[config.mk]
export PLATFORM = sky130hd
export DESIGN_NAME = input_controller
export DESIGN_NICKNAME = d
export VERILOG_FILES = /design/src/rtl/game_pkg.sv /design/src/rtl/btn_debounce.sv /design/src/rtl/input_controller.sv
export SDC_FILE = /design/constraint.sdc
export NUM_CORES = 1
export LEC_CHECK = 0
export CORE_MARGIN = 2
export CORE_UTILIZATION = 35
export DETAILED_ROUTE_END_ITERATION = 10
export PLACE_DENSITY = 0.57
export SLEW_MARGIN = 30
export SYNTH_ARGS = -nofsm -noshare
export SYNTH_HDL_FRONTEND = slang
export SYNTH_SLANG_ARGS = --single-unit
[constraint.sdc]
create_clock -name clk -period 5.1 [get_ports clk]
set_clock_uncertainty 0.05 [all_clocks]
set_input_delay 1.02 -clock clk [delete_from_list [all_inputs] [get_ports clk]]
set_output_delay 1.02 -clock clk [all_outputs]
set_load 0.01 [all_outputs]
[src/rtl/game_pkg.sv]
// Shared button indices, arbitration order and default timing for the input path.
package game_pkg;

  localparam int NUM_BTNS = 9;
  localparam int NUM_DIR  = 4;

  typedef enum logic [3:0] {
    BTN_LEFT   = 4'd0,
    BTN_RIGHT  = 4'd1,
    BTN_UP     = 4'd2,
    BTN_DOWN   = 4'd3,
    BTN_ROTATE = 4'd4,
    BTN_PLACE  = 4'd5,
    BTN_SEL1   = 4'd6,
    BTN_SEL2   = 4'd7,
    BTN_SEL3   = 4'd8
  } btn_e;

  // Highest priority first.
  localparam btn_e PRIO_ORDER [NUM_BTNS] = '{
    BTN_SEL1, BTN_SEL2, BTN_SEL3, BTN_LEFT, BTN_RIGHT,
    BTN_UP, BTN_DOWN, BTN_ROTATE, BTN_PLACE
  };

  localparam int unsigned DEF_DEBOUNCE_CYCLES = 500000;
  localparam int unsigned DEF_REPEAT_DELAY    = 15000000;
  localparam int unsigned DEF_REPEAT_PERIOD   = 5000000;
  localparam int unsigned DEF_CNT_W           = 24;

  // One-hot grant of the highest-priority requester (zero when idle).
  function automatic logic [NUM_BTNS-1:0] prio_grant(input logic [NUM_BTNS-1:0] req);
    logic [NUM_BTNS-1:0] g;
    g = '0;
    for (int i = NUM_BTNS - 1; i >= 0; i--) begin
      if (req[PRIO_ORDER[i]]) begin
        g = '0;
        g[PRIO_ORDER[i]] = 1'b1;
      end
    end
    return g;
  endfunction

endpackage

[src/rtl/btn_debounce.sv]
// One button: two-flop synchroniser followed by a stable-count debouncer.
module btn_debounce #(
  parameter int unsigned DEBOUNCE_CYCLES = 500000,
  parameter int unsigned CNT_W           = 24
) (
  input  logic clk_i,
  input  logic rst_i,
  input  logic btn_i,
  output logic db_o
);

  localparam logic [CNT_W-1:0] CNT_LAST = CNT_W'(DEBOUNCE_CYCLES - 1);

  logic             sync1_q, sync2_q, db_q;
  logic [CNT_W-1:0] cnt_q;

  always_ff @(posedge clk_i) begin
    if (rst_i) begin
      sync1_q <= 1'b0;
      sync2_q <= 1'b0;
      db_q    <= 1'b0;
      cnt_q   <= '0;
    end else begin
      sync1_q <= btn_i;
      sync2_q <= sync1_q;
      // Any agreeing cycle restarts the stability window.
      if (sync2_q == db_q) begin
        cnt_q <= '0;
      end else if (cnt_q == CNT_LAST) begin
        db_q  <= sync2_q;
        cnt_q <= '0;
      end else begin
        cnt_q <= cnt_q + 1'b1;
      end
    end
  end

  assign db_o = db_q;

endmodule

[src/rtl/input_controller.sv]
// Turns raw push-buttons into one-at-a-time command pulses with auto-repeat
// on the direction buttons and a lock-out while the game is over.
module input_controller
  import game_pkg::*;
#(
  parameter int unsigned DEBOUNCE_CYCLES = DEF_DEBOUNCE_CYCLES,
  parameter int unsigned REPEAT_DELAY    = DEF_REPEAT_DELAY,
  parameter int unsigned REPEAT_PERIOD   = DEF_REPEAT_PERIOD,
  parameter int unsigned CNT_W           = DEF_CNT_W
) (
  input  logic                clk,
  input  logic                reset,
  input  logic [NUM_BTNS-1:0] btn_raw,
  input  logic                game_over,
  output logic                move_left,
  output logic                move_right,
  output logic                move_up,
  output logic                move_down,
  output logic                rotate_block,
  output logic                place_block,
  output logic                sel1,
  output logic                sel2,
  output logic                sel3
);

  // After a repeat fires the counter reloads so the next hit lands
  // REPEAT_PERIOD cycles later; assumes REPEAT_PERIOD <= REPEAT_DELAY.
  localparam logic [CNT_W-1:0] RPT_LAST   = CNT_W'(REPEAT_DELAY - 1);
  localparam logic [CNT_W-1:0] RPT_RELOAD = CNT_W'(REPEAT_DELAY - REPEAT_PERIOD);

  logic [NUM_BTNS-1:0]           db, db_prev_q, press, set, grant;
  logic [NUM_BTNS-1:0]           pending_q, pending_d, out_q, out_d;
  logic [NUM_DIR-1:0]            rpt_hit;
  logic [NUM_DIR-1:0][CNT_W-1:0] rpt_q, rpt_d;

  for (genvar i = 0; i < NUM_BTNS; i++) begin : g_btn
    btn_debounce #(
      .DEBOUNCE_CYCLES(DEBOUNCE_CYCLES),
      .CNT_W          (CNT_W)
    ) u_db (
      .clk_i(clk),
      .rst_i(reset),
      .btn_i(btn_raw[i]),
      .db_o (db[i])
    );
  end

  assign press = db & ~db_prev_q;

  always_comb begin
    rpt_d   = rpt_q;
    rpt_hit = '0;
    for (int i = 0; i < NUM_DIR; i++) begin
      if (game_over || !db[i] || press[i]) begin
        rpt_d[i] = '0;
      end else if (rpt_q[i] == RPT_LAST) begin
        rpt_d[i]   = RPT_RELOAD;
        rpt_hit[i] = 1'b1;
      end else begin
        rpt_d[i] = rpt_q[i] + 1'b1;
      end
    end
  end

  assign set   = press | {{(NUM_BTNS-NUM_DIR){1'b0}}, rpt_hit};
  assign grant = prio_grant(pending_q);

  // A set landing on the same edge as its grant keeps the bit pending.
  always_comb begin
    if (game_over) begin
      pending_d = '0;
      out_d     = '0;
    end else begin
      pending_d = (pending_q & ~grant) | set;
      out_d     = grant;
    end
  end

  always_ff @(posedge clk) begin
    if (reset) begin
      db_prev_q <= '0;
      rpt_q     <= '0;
      pending_q <= '0;
      out_q     <= '0;
    end else begin
      db_prev_q <= db;
      rpt_q     <= rpt_d;
      pending_q <= pending_d;
      out_q     <= out_d;
    end
  end

  assign move_left    = out_q[BTN_LEFT];
  assign move_right   = out_q[BTN_RIGHT];
  assign move_up      = out_q[BTN_UP];
  assign move_down    = out_q[BTN_DOWN];
  assign rotate_block = out_q[BTN_ROTATE];
  assign place_block  = out_q[BTN_PLACE];
  assign sel1         = out_q[BTN_SEL1];
  assign sel2         = out_q[BTN_SEL2];
  assign sel3         = out_q[BTN_SEL3];

endmodule

==> flow_summary.json <==
{
  "p_total_w": 0.005859,
  "dieWidth_um": 219.7,
  "path_class": "input pin to flip-flop",
  "endpoint_kind": "flip-flop",
  "utilization": 0.3978,
  "wl_met2_mm": 15.14,
  "maxSlewViolCount": 0,
  "vias_per_cell": 5.252,
  "top_layer_used": "met4",
  "ir_worst_vdd_v": 0.0002412,
  "rrSetupSlack_ns": 2.82,
  "coreArea_um2": 46260,
  "cts_tree": "yes",
  "synth_top_area_frac": 0.4499,
  "cts.sinks": 366,
  "cts_setup_buffers": 0,
  "clk_pin_slew_ns": 0.06,
  "cts_resized": 0,
  "grt_first_pass_wirelength_mm": 58.88,
  "ys.flop_type": "dfxtp_1",
  "regArea_um2": 7327,
  "initial_utilization": 0.3520,
  "fin_tns_setup_ns": 0,
  "grtUsageTotal": 0.1416,
  "wl_met1_mm": 17.16,
  "place_congestion": 0.8136,
  "ys_ff_latch": 366,
  "worstPathRequired_ns": 5.50,
  "synth_top_area_cell": "dfxtp_1",
  "first_iter_violations": 878,
  "avgSynthCellArea_um2": 8.557,
  "die_area_um2": 48270,
  "rows": 79,
  "status": "finished clean",
  "route.met3.wl_mm": 1.013,
  "post_drt_wl_per_cell_um": 13.34,
  "syn_to_final_growth_pct": 12.99,
  "period_minus_slack_ns": 2.780,
  "die_y_um": 219.7,
  "maxCapViolCount": 0,
  "place_area_um2": 17050,
  "final_common_cell": "dfxtp_1",
  "final_area_um2": 18400,
  "drcViolationCount": 0,
  "cts_buffers": 42,
  "diodes": 0,
  "io_buffers": 20,
  "place_hpwl_mm": 22.65,
  "leakage_nw": 5.203,
  "grt_pass1_vias": 12530,
  "synth.distinct_cells": 54,
  "mostFrequentLayoutCells": "366 x dfxtp_1, 201 x nor2_1, 136 x a21oi_1, 118 x nand3_1, 102 x nand2_1",
  "async_flop_share": 0,
  "clock_latency_ns": 0.53,
  "fin_crit_sh": 0.5452,
  "yosysWarnings": 0,
  "antenna_left": 0,
  "yosysSeqAreaShare": 0.4499,
  "firstDrtPassIters": 5,
  "cts_buffer_depth": 3,
  "synth_edf_count": 0,
  "p_per_area_nw_per_um2": 318.4,
  "cp-start-kind": "input pin",
  "synth_nets": 1928,
  "multiInputGateArea_um2": 8472,
  "fmax_mhz": 359.7,
  "final_layout_size_suffix_gt1_frac": 0.05065,
  "syn-cell-area_um2": 16280,
  "antenna_found_initial": 0,
  "vias": 13350,
  "fillCellCount": 4632,
  "hp-class": "flip-flop to flip-flop",
  "totalWireLength_mm": 33.91,
  "rsz0062_at_grt": "no",
  "dpl_worst_slack_ns": 1.805,
  "setup_slack_ns": 2.320,
  "netlist_instances": 1903,
  "cp.arrival_ns": 3.18,
  "ys_top_cells_by_area": "dfxtp_1 45%, xnor2_1 5.0%, nor2_1 4.6%, xor2_1 4.2%, a21oi_1 4.2%",
  "pin_count": 21,
  "setup_viol": 0,
  "relSlewSlack": 0.4650,
  "h-tree-depth": 2,
  "crit_path_max_fanout": 16,
  "hold_violations": 0,
  "overflow": 0,
  "cts_hold_buf": 0,
  "nets": 1929,
  "root_buffer": "clkbuf_16",
  "grt_max_degree": 45,
  "worst_pin_slew_ns": 0.7995
}
Yosys cell counts, drive strengths merged, types with 54 or more instances:
cell    count
clkbuf     71
or4        54
dfxtp     366
inv        58
nand2     102
nand3     119
or3        95
a21oi     136
nor2      201
xor2       78
xnor2      93
nand4     103
o21ai     100
state kept, by name, summed over array words and instances (netlist names):
name	count
g_btn.u_db.cnt_q	216
rpt_q	96
db_prev_q	9
g_btn.u_db.db_o	9
g_btn.u_db.sync1_q	9
g_btn.u_db.sync2_q	9
out_q	9
pending_q	9
area by class of cell:
type,instances,share of cell area
multi-input combinational,1406,0.4604
sequential,366,0.3982
clock buffer,67,0.06827
tap,607,0.04128
timing repair buffer,30,0.01469
inverter,58,0.01183
clock inverter,8,0.005304
layer usage:
| metal | up-vias | global-route usage |
|---|---|---|
| li1 | 6938 | - |
| met1 | 6225 | 0.1936 |
| met2 | 144 | 0.2304 |
| met3 | 43 | 0.02319 |
| met4 | 0 | 0.03960 |
| met5 | - | 0 |
through the flow:
stage          hold slack, ns  std cells
5_1_grt                0.3631       2542
2_1_floorplan          0.3229       1903
6_report               0.3459       2542
4_1_cts                0.3433       2542
3_3_place_gp           0.3277       2467
3_5_place_dp           0.3327       2467
cells by family after synthesis:
| logic type | share of synthesized area |
|---|---|
| compound gates | 0.1040 |
| xor+xnor | 0.09197 |
| fa+ha+maj | 0.009989 |
| buf+inv | 0.03050 |
| flops | 0.4499 |
| mux | 0.0006147 |
| simple gates | 0.3130 |
final timing paths:
kind	from	to	cells past startpoint
hold / removal	db_prev_q[6]	pending_q[6]	1
setup reg to reg	g_btn[0].u_db.cnt_q[0]	g_btn[0].u_db.cnt_q[22]	6
hold reg to reg	db_prev_q[6]	pending_q[6]	1
setup / recovery	game_over	rpt_q[70]	5
where the power goes:
part           total [W]  switching, W  internal, W
sequential       0.00287    0.00000516      0.00287
clock            0.00294       0.00115      0.00178
combinational  0.0000485     0.0000305    0.0000181
critical path: stages:
cell,delay (ns)
clkdlybuf4s50_1,0.43
nor2_1,0.64
nand3_1,0.41
o21bai_2,0.48
a21oi_1,0.20
No activity file was read; power rests on OpenSTA's default activity.
